[src/rtl/fetch_pkg.sv]
// fetch_pkg: shared types and constants for the instruction-fetch stage.
//   fetch_state_t    : fetch FSM states (BOOT, RUN, HALT)
//   INSTR_BYTES      : byte stride between sequential instructions
//   DEFAULT_HALT_ENC : default instruction encoding that stops fetch
package fetch_pkg;

  typedef enum logic [1:0] {
    BOOT = 2'd0,
    RUN  = 2'd1,
    HALT = 2'd2
  } fetch_state_t;

  localparam int INSTR_BYTES = 4;

  localparam logic [31:0] DEFAULT_HALT_ENC = 32'h0000_0000;

endpackage

[src/rtl/fetch_if.sv]
// fetch_if: bus between the fetch stage and its neighbours.
// It carries the hazard/branch controls coming in, the instruction-memory
// address/data pair, and the IF/ID-facing fields going out.
//   master : fetch stage side (drives PC, instruction, valid, status, counter)
//   slave  : environment side (hazard unit, branch unit, imem, IF/ID register)
interface fetch_if #(
  parameter int ADDR_W  = 64,
  parameter int INSTR_W = 32,
  parameter int CNT_W   = 32
);

  logic               stall_i;
  logic               br_taken_i;
  logic [ADDR_W-1:0]  br_target_i;
  logic [ADDR_W-1:0]  imem_addr_o;
  logic [INSTR_W-1:0] imem_data_i;
  logic [ADDR_W-1:0]  pc_o;
  logic [ADDR_W-1:0]  pc_plus4_o;
  logic [INSTR_W-1:0] instr_o;
  logic               valid_o;
  logic               halted_o;
  logic [CNT_W-1:0]   fetch_cnt_o;

  modport master (
    input  stall_i, br_taken_i, br_target_i, imem_data_i,
    output imem_addr_o, pc_o, pc_plus4_o, instr_o, valid_o, halted_o, fetch_cnt_o
  );

  modport slave (
    output stall_i, br_taken_i, br_target_i, imem_data_i,
    input  imem_addr_o, pc_o, pc_plus4_o, instr_o, valid_o, halted_o, fetch_cnt_o
  );

endinterface

[src/rtl/fetch_ctrl.sv]
// fetch_ctrl: fetch FSM and next-PC select.
//   state | meaning
//   BOOT  | first cycle after reset, nothing valid yet, stall ignored
//   RUN   | fetching sequentially, honouring stall and redirects
//   HALT  | halt instruction retired, PC frozen until a redirect
// Ports:
//   clk, reset        : clock, async active-low reset
//   stall, br_taken   : hazard hold / resolved taken branch
//   br_target         : redirect target (low two bits forced to zero)
//   pc, instr         : current PC register and combinational imem data
//   pc_nxt            : value the PC register loads at the next edge
//   valid, halted     : IF/ID valid bit and HALT status
module fetch_ctrl
  import fetch_pkg::*;
#(
  parameter int                 ADDR_W   = 64,
  parameter int                 INSTR_W  = 32,
  parameter logic [INSTR_W-1:0] HALT_ENC = INSTR_W'(DEFAULT_HALT_ENC)
) (
  input  logic               clk,
  input  logic               reset,
  input  logic               stall,
  input  logic               br_taken,
  input  logic [ADDR_W-1:0]  br_target,
  input  logic [ADDR_W-1:0]  pc,
  input  logic [INSTR_W-1:0] instr,
  output logic [ADDR_W-1:0]  pc_nxt,
  output logic               valid,
  output logic               halted
);

  fetch_state_t      state, state_nxt;
  logic [ADDR_W-1:0] target_al;
  logic [ADDR_W-1:0] pc_seq;

  // Misaligned targets are a caller error; dropping the low bits keeps the
  // PC word aligned no matter what arrives.
  assign target_al = br_target & ~ADDR_W'(INSTR_BYTES - 1);
  assign pc_seq    = pc + ADDR_W'(INSTR_BYTES);

  always_ff @(posedge clk or negedge reset) begin
    if (!reset) state <= BOOT;
    else        state <= state_nxt;
  end

  always_comb begin
    state_nxt = state;
    pc_nxt    = pc;
    valid     = 1'b0;
    halted    = 1'b0;
    unique case (state)
      BOOT: begin
        state_nxt = RUN;
        if (br_taken) pc_nxt = target_al;
      end
      RUN: begin
        // A redirect squashes the wrong-path instruction in the same cycle.
        valid = ~br_taken;
        if (br_taken) begin
          pc_nxt = target_al;
        end else if (!stall) begin
          // The halt instruction itself goes downstream; the PC then parks on it.
          if (instr == HALT_ENC) state_nxt = HALT;
          else                   pc_nxt    = pc_seq;
        end
      end
      HALT: begin
        halted = 1'b1;
        if (br_taken) begin
          pc_nxt    = target_al;
          state_nxt = RUN;
        end
      end
      default: state_nxt = BOOT;
    endcase
  end

endmodule

[src/rtl/fetch_stage.sv]
// fetch_stage: instruction-fetch stage top. Holds the PC register and the
// retired-fetch counter; FSM and next-PC select live in fetch_ctrl.
// Ports:
//   clk   : rising-edge clock
//   reset : asynchronous active-low reset
//   bus   : fetch_if master (stall/branch/imem data in; imem address,
//           PC, PC+4, instruction, valid, halted and fetch count out)
module fetch_stage
  import fetch_pkg::*;
#(
  parameter int                 ADDR_W   = 64,
  parameter int                 INSTR_W  = 32,
  parameter logic [ADDR_W-1:0]  RESET_PC = '0,
  parameter logic [INSTR_W-1:0] HALT_ENC = INSTR_W'(DEFAULT_HALT_ENC),
  parameter int                 CNT_W    = 32
) (
  input logic      clk,
  input logic      reset,
  fetch_if.master  bus
);

  logic [ADDR_W-1:0] pc, pc_nxt;
  logic [CNT_W-1:0]  fetch_cnt;
  logic              valid, halted;

  fetch_ctrl #(
    .ADDR_W   (ADDR_W),
    .INSTR_W  (INSTR_W),
    .HALT_ENC (HALT_ENC)
  ) u_ctrl (
    .clk       (clk),
    .reset     (reset),
    .stall     (bus.stall_i),
    .br_taken  (bus.br_taken_i),
    .br_target (bus.br_target_i),
    .pc        (pc),
    .instr     (bus.imem_data_i),
    .pc_nxt    (pc_nxt),
    .valid     (valid),
    .halted    (halted)
  );

  always_ff @(posedge clk or negedge reset) begin
    if (!reset) pc <= RESET_PC;
    else        pc <= pc_nxt;
  end

  // Counts instructions IF/ID actually captures: valid and not held by a stall.
  always_ff @(posedge clk or negedge reset) begin
    if (!reset)                    fetch_cnt <= '0;
    else if (valid && !bus.stall_i) fetch_cnt <= fetch_cnt + CNT_W'(1);
  end

  assign bus.imem_addr_o = pc;
  assign bus.pc_o        = pc;
  assign bus.pc_plus4_o  = pc + ADDR_W'(INSTR_BYTES);
  assign bus.instr_o     = bus.imem_data_i;
  assign bus.valid_o     = valid;
  assign bus.halted_o    = halted;
  assign bus.fetch_cnt_o = fetch_cnt;

endmodule
[src/flat_wrapper.sv]
// flat-port wrapper written by rule: the top's interface ports become plain ports
module fetch_stage_flat import fetch_pkg::*;
#(
  parameter int                 ADDR_W   = 64,
  parameter int                 INSTR_W  = 32,
  parameter logic [ADDR_W-1:0]  RESET_PC = '0,
  parameter logic [INSTR_W-1:0] HALT_ENC = INSTR_W'(DEFAULT_HALT_ENC),
  parameter int                 CNT_W    = 32
)
  (clk, reset, bus_stall_i, bus_br_taken_i, bus_br_target_i, bus_imem_data_i, bus_imem_addr_o, bus_pc_o, bus_pc_plus4_o, bus_instr_o, bus_valid_o, bus_halted_o, bus_fetch_cnt_o);
  fetch_if #(.ADDR_W(ADDR_W), .INSTR_W(INSTR_W), .CNT_W(CNT_W)) bus_i ();
  input logic clk;
  input logic reset;
  input wire logic [$bits(bus_i.stall_i)-1:0] bus_stall_i;
  input wire logic [$bits(bus_i.br_taken_i)-1:0] bus_br_taken_i;
  input wire logic [$bits(bus_i.br_target_i)-1:0] bus_br_target_i;
  input wire logic [$bits(bus_i.imem_data_i)-1:0] bus_imem_data_i;
  output wire logic [$bits(bus_i.imem_addr_o)-1:0] bus_imem_addr_o;
  output wire logic [$bits(bus_i.pc_o)-1:0] bus_pc_o;
  output wire logic [$bits(bus_i.pc_plus4_o)-1:0] bus_pc_plus4_o;
  output wire logic [$bits(bus_i.instr_o)-1:0] bus_instr_o;
  output wire logic [$bits(bus_i.valid_o)-1:0] bus_valid_o;
  output wire logic [$bits(bus_i.halted_o)-1:0] bus_halted_o;
  output wire logic [$bits(bus_i.fetch_cnt_o)-1:0] bus_fetch_cnt_o;
  assign bus_i.stall_i = bus_stall_i;
  assign bus_i.br_taken_i = bus_br_taken_i;
  assign bus_i.br_target_i = bus_br_target_i;
  assign bus_i.imem_data_i = bus_imem_data_i;
  assign bus_imem_addr_o = bus_i.imem_addr_o;
  assign bus_pc_o = bus_i.pc_o;
  assign bus_pc_plus4_o = bus_i.pc_plus4_o;
  assign bus_instr_o = bus_i.instr_o;
  assign bus_valid_o = bus_i.valid_o;
  assign bus_halted_o = bus_i.halted_o;
  assign bus_fetch_cnt_o = bus_i.fetch_cnt_o;
  fetch_stage #(.ADDR_W(ADDR_W), .INSTR_W(INSTR_W), .RESET_PC(RESET_PC), .HALT_ENC(HALT_ENC), .CNT_W(CNT_W)) u_core (.clk(clk), .reset(reset), .bus(bus_i));
endmodule
[config.mk]
export PLATFORM = sky130hd
export DESIGN_NAME = fetch_stage_flat
export DESIGN_NICKNAME = d
export VERILOG_FILES = /design/src/rtl/fetch_pkg.sv /design/src/rtl/fetch_if.sv /design/src/rtl/fetch_ctrl.sv /design/src/rtl/fetch_stage.sv /design/src/flat_wrapper.sv
export SDC_FILE = /design/constraint.sdc
export NUM_CORES = 1
export LEC_CHECK = 0
export BUFFER_PORTS_ARGS = -buffer_cell sky130_fd_sc_hd__buf_2
export CAP_MARGIN = 20
export CORE_AREA = 3 3 137 139
export DETAILED_ROUTE_END_ITERATION = 8
export DIE_AREA = 0 0 140 142
export GPL_ROUTABILITY_DRIVEN = 0
export GPL_TIMING_DRIVEN = 0
export HOLD_SLACK_MARGIN = 0.02
export MAX_ROUTING_LAYER = met4
export PLACE_DENSITY = 0.81
export SKIP_CTS_REPAIR_TIMING = 1
export SLEW_MARGIN = 0
export SYNTH_ARGS = -nofsm -noshare
export SYNTH_HDL_FRONTEND = slang
export SYNTH_SLANG_ARGS = --single-unit
[constraint.sdc]
create_clock -name clk -period 4.51 [get_ports clk]
set_input_delay 0.902 -clock clk [delete_from_list [all_inputs] [get_ports clk]]
set_output_delay 0.902 -clock clk [all_outputs]
set_load 0.005 [all_outputs]
; ---- After elaboration in Yosys (flattened, before gate mapping)
; Index checks and enable logic that the tools add are counted.
[word_totals]
ff_bits = 98
input_bits = 100
[classes]
addsub = 2
n_eq_ne = 9
mux = 12
n_bitwise = 1
n_reduce_logical = 8
[ops]
columns = op, n
row1 = 64-bit two-way mux, 4
row2 = 64-bit case mux with 2 select lines, 1
row3 = 64-bit by 3-bit adder with 64-bit output (second input constant), 1
row4 = 32-bit by 1-bit adder with 32-bit output (second input constant), 1
row5 = 32-bit logical NOT, 1
row6 = 2-bit two-way mux, 4
row7 = 2-bit inequality test (second input constant), 4
row8 = 4-bit AND reduction, 2
row9 = 3-bit inequality test (second input constant), 2
row10 = 2-bit case mux with 3 select lines, 1
row11 = 2-bit by 1-bit == test with 1-bit output (second input constant), 1
row12 = 2-bit == test (second input constant), 1
row13 = 2-bit logical NOT, 1
row14 = 1-bit two-way mux, 2
row15 = 2-bit by 1-bit inequality test with 1-bit output (second input constant), 1
row16 = 2-bit nonzero test, 1
row17 = 2-bit OR reduction, 1
row18 = 1-bit logical AND, 1
row19 = 1-bit logical NOT, 1
row20 = 1-bit inverter, 1

; ---- Logic depth before layout (Yosys ltp)
[logic_depth]
word_depth = 5
depth_mapped = 8
ltp_nobuf = 7

; ---- Cells and area by module
; Synthesis repeated with hierarchy kept, for this count alone.
[hier_totals]
cells_unflattened = 1093
area_unflattened_um2 = 8839.7
[by_module_without_submodules]
columns = module, instances, cells_each, area_per_inst_um2, seq_area_each_um2
row1 = fetch_stage, 1, 483, 4992.3, 2402.3
row2 = fetch_ctrl, 1, 610, 3847.4, 50.0

; ---- Worst setup path before layout
; No wires, ideal clock.
[synth_path]
kind = reg-to-output
startpoint = register u_core.pc[7] (netlist: u_core.bus.imem_addr_o[7])
endpoint = output port bus_pc_plus4_o[57]
arrival_ps = 2110
t_required_ps = 3608
setup_slack_ps = 1498
path_stages_with_launch = 9
n_path_buf = 3
path_cell_list = dfrtp_1 -> clkbuf_2 -> and3_1 -> buf_2 -> nand4_1 -> or4_1 -> clkbuf_1 -> nor3_1 -> xor2_1
[synth_via]
elab_chain_len = 1
[synth_lines]
columns = item, line
row1 = start: declaration, fetch_stage.sv:22  ; logic [ADDR_W-1:0] pc, pc_nxt;
row2 = start signal: assignment, fetch_stage.sv:45  ; else pc <= pc_nxt;
row3 = 64-bit by 3-bit adder with 64-bit output, fetch_stage.sv:56  ; assign bus.pc_plus4_o = pc + ADDR_W'(INSTR_BYTES);
row4 = end: declaration, flat_wrapper.sv:20  ; output wire logic [$bits(bus_i.pc_plus4_o)-1:0] bus_pc_plus4_o;
; No other way between the ends.

; ---- Worst setup path in the final report
[layout_path]
startpoint = register u_core.pc[17] (netlist: u_core.bus.imem_addr_o[17])
endpoint = output port bus_pc_plus4_o[63]
; The elaborated chain is that of the path after synthesis.

==> reports/summary.log <==
INFO  grt            first_pass_grt_wire_length=42.4mm
INFO  synth          synth_top_family_by_area=simple AND/OR/NAND/NOR gates
INFO  power          powerDensity=294nW/um^2
INFO  clock_tree     cts_made_buffers=9
INFO  synth          simple_gate_area_share_of_the_yosys_netlist=23.0%
INFO  sta            whs=0.478ns
INFO  setup_path     reg2regPathDepth=6
INFO  status         outcome=completed
INFO  clock_tree     worst_setup_hold_path_clk_slew=0.08ns
INFO  synth          synthArstFlopShare=100%
INFO  detailed_routing routed_via_density=5.44
INFO  layout         final_common_cell=sky130_fd_sc_hd__buf_2
INFO  placement      placement.io_buffers=348
INFO  setup_path     cp_data_required_time=3.61ns
INFO  hold_path      hold_path_depth=1
INFO  setup_path     worst_setup_path_start_kind=register
INFO  placement      post-dp-hpwl=22.0mm
INFO  sta            max_slew_margin=31.6%
INFO  detailed_routing ant_nets=0
INFO  clock_tree     max-clock-path-buffers=2
INFO  layout         final_net_count=1,315
INFO  flow_run       cap_viol_max_count=0
INFO  grt            globalRoute.totalOverflow=0
INFO  synth          synth_cell_types=53
INFO  power          max-vdd-ir-drop=200uV
INFO  clock_tree     worstSkewPairLatency=0.35ns
INFO  die            total_number_of_placement_rows=49
INFO  clock_tree     tritoncts_sinks=96
INFO  grt            pin_count_of_the_biggest_net_entering_global_routing=56
INFO  setup_path     critical_path_depth=6
INFO  synth          yosys_register_bits=96
INFO  die            die_x=140um
INFO  sta            setup-violations-final=0
INFO  layout         syn2layout_area_growth=33.4%
INFO  grt            initial_antenna_violation_count=0
INFO  grt            first_global_vias=7,369
INFO  sta            setup_tns=0ns
INFO  setup_path     path_max_fanout=10
INFO  setup_path     worst_path_dominant_cell_family=simple AND/OR/NAND/NOR gates
INFO  layout         most_frequent_cells_in_the_layout=sky130_fd_sc_hd__buf_2 (355), sky130_fd_sc_hd__nand2_1 (102), sky130_fd_sc_hd__buf_4 (101), sky130_fd_sc_hd__dfrtp_1 (96), sky130_fd_sc_hd__xnor2_1 (68)
INFO  synth          synthCells=848
INFO  synth          synth_top_cell_area_share=33.8%
INFO  die            floorplan.initialDensity=39.9%
INFO  synth          synthesis.yosys.warnings=0
INFO  synth          synth_top_cells_by_area=sky130_fd_sc_hd__dfrtp_1 (34%), sky130_fd_sc_hd__buf_4 (11%), sky130_fd_sc_hd__xnor2_1 (8.4%), sky130_fd_sc_hd__nand2_1 (5.4%), sky130_fd_sc_hd__a21oi_1 (3.5%)
INFO  clock_tree     htree_levels=3
INFO  sta            finalClockSkew=0.0112ns
INFO  sta            unrepaired_setup_endpoints_after_global_routing=false
INFO  synth          synth_area=7100um^2
INFO  setup_path     worst_path_max_delay_cell=sky130_fd_sc_hd__nor3_2
INFO  layout         core_util_final=53.2%
INFO  detailed_routing wl_per_cell=19.3um
INFO  setup_path     cp_slowest_stage_delay=0.89ns
INFO  synth          postSynth.topFlopCell=sky130_fd_sc_hd__dfrtp_1
INFO  placement      place.detailed.instances=1,431
INFO  detailed_routing drc_errors=0
INFO  layout         drive_above_1_share=40.1%
INFO  clock_tree     cts_tree=yes
INFO  die            ioPinCount=358
INFO  grt            grtUsageTotal=27.8%
INFO  setup_path     worst-setup-path-type=reg -> out
INFO  hold_path      hold_path_class=reg -> reg
INFO  synth          post_synth.cell_area_avg=8.37um^2
INFO  detailed_routing via_count=7,878
INFO  synth          mux_cell_area_share_after_synthesis=1.60%
INFO  die            die-height=142um
INFO  setup_path     sequence_of_cells_on_the_critical_path=clkbuf_1, nand4_2, nor3_2, nand4_1, xnor2_1, buf_2
INFO  synth          synth-edff-count=0
INFO  sta            period_needed=4.17ns
INFO  sta            hold_viol_final=0
INFO  detailed_routing drt-total-wl=28.0mm
INFO  sta            number_of_pins_with_negative_max_slew_slack_in_the_final_report=0
INFO  die            fp.dieArea=19,900um^2
INFO  sta            timing_worst_slew_pin_value=1.02ns
INFO  synth          area_fraction_in_compound_gates_after_synthesis=16.0%
INFO  synth          synthXorXnorAreaFrac=11.2%
INFO  setup_path     cp.arrival=3.27ns
INFO  sta            max_freq=240MHz
INFO  setup_path     critPathCaptureType=output port
INFO  sta            crit_share_post_route=92.5%
INFO  setup_path     critical_path_buf_inv_count=2
INFO  die            fp.coreArea=17,800um^2
INFO  synth          synth_adder_area_share=0.353%
INFO  detailed_routing initialDrtViolationCount=567
INFO  clock_tree     cts.root.buffer_cell=sky130_fd_sc_hd__clkbuf_16
INFO  layout         finalNonFillerCells=1,448
INFO  power          p_leak=0.00456uW
INFO  detailed_routing dr.pass1.iters=5
INFO  synth          seq_area_frac_synth=33.8%
INFO  synth          yosys.area.top_type=sky130_fd_sc_hd__dfrtp_1
==> cells in the mapped netlist (27+ instances only) <==
library cell and n:
sky130_fd_sc_hd__nor2_1 34, sky130_fd_sc_hd__o21ai_0 29, sky130_fd_sc_hd__buf_4 100, sky130_fd_sc_hd__xnor2_1 68
sky130_fd_sc_hd__clkbuf_1 40, sky130_fd_sc_hd__dfrtp_1 96, sky130_fd_sc_hd__a2bb2oi_1 27, sky130_fd_sc_hd__nand3_1 47
sky130_fd_sc_hd__a21oi_1 49, sky130_fd_sc_hd__nand4_1 32, sky130_fd_sc_hd__nand2_1 102, sky130_fd_sc_hd__o22ai_1 27
==> metrics by stage <==
stage          setup WS (ns)  cell area [um^2]  power, uW
6_report               0.339              9470       2780
5_1_grt               0.0359              9460       2930
4_1_cts                0.275              9460       2790
3_5_place_dp           0.683              9180       2050
3_3_place_gp           0.669              9150       2020
2_1_floorplan           1.50              7120       1590
==> area by class of cell <==
class / instances / area [um^2]
clock buffers: 9 / 225
fillers: 1718 / 8310
plain buffers: 155 / 972
flip-flops and latches: 96 / 2400
diodes: 1 / 2.50
inverters: 5 / 18.8
multi-input cells: 597 / 3730
clock inverters: 7 / 55.1
well taps: 229 / 287
repair buffers: 349 / 1770
==> cell families (layout without fill, tap and decap cells) <==
| group | after synthesis | after routing |
|---|---|---|
| xor+xnor | 91 | 91 |
| fa+ha+maj | 2 | 2 |
| mux | 11 | 11 |
| buf+inv | 160 | 525 |
| simple gates | 312 | 312 |
| other cells | 1 | 7 |
| flops | 96 | 96 |
| compound gates | 175 | 175 |
==> report_power, final <==
part | internal, uW | total (uW) | switching, uW
Sequential | 953 | 1120 | 171
Clock | 381 | 745 | 364
Combinational | 479 | 910 | 431
Total | 1810 | 2780 | 966
==> worst register-to-register path, stage by stage, from the launching register on <==
cell	delay, ns
sky130_fd_sc_hd__dfrtp_1	0.40
sky130_fd_sc_hd__clkbuf_1	0.36
sky130_fd_sc_hd__nand4_2	0.34
sky130_fd_sc_hd__nor3_2	0.89
sky130_fd_sc_hd__nand4_1	0.50
sky130_fd_sc_hd__a21oi_1	0.26
sky130_fd_sc_hd__a2bb2oi_1	0.17
==> routing by layer <==
layer / share of wire [%] / global-route usage, %
met2: 48 / 45.5
met1: 42 / 36.2
met5: 0 / -
met3: 7.8 / 4.91
met4: 1.6 / 6.32
==> final timing paths <==
| check | from | to | slack, ns |
|---|---|---|---|
| min | u_core.bus.fetch_cnt_o[31] | u_core.bus.fetch_cnt_o[31] | 0.48 |
| max reg2reg | u_core.bus.imem_addr_o[17] | u_core.bus.imem_addr_o[63] | 1.50 |
| max in group asynchronous | reset | u_core.bus.imem_addr_o[42] | 3.20 |
| min in group asynchronous | reset | u_core.bus.fetch_cnt_o[27] | 0.63 |
| min reg2reg | u_core.bus.fetch_cnt_o[31] | u_core.bus.fetch_cnt_o[31] | 0.48 |
| max | u_core.bus.imem_addr_o[17] | bus_pc_plus4_o[63] | 0.34 |
==> flip-flops by register name, summed over array words and instances, names as in the netlist <==
name	cells
u_core.bus.fetch_cnt_o	32
u_core.bus.imem_addr_o	62
u_core.u_ctrl.state	2
(Power assumes the default switching activity.)
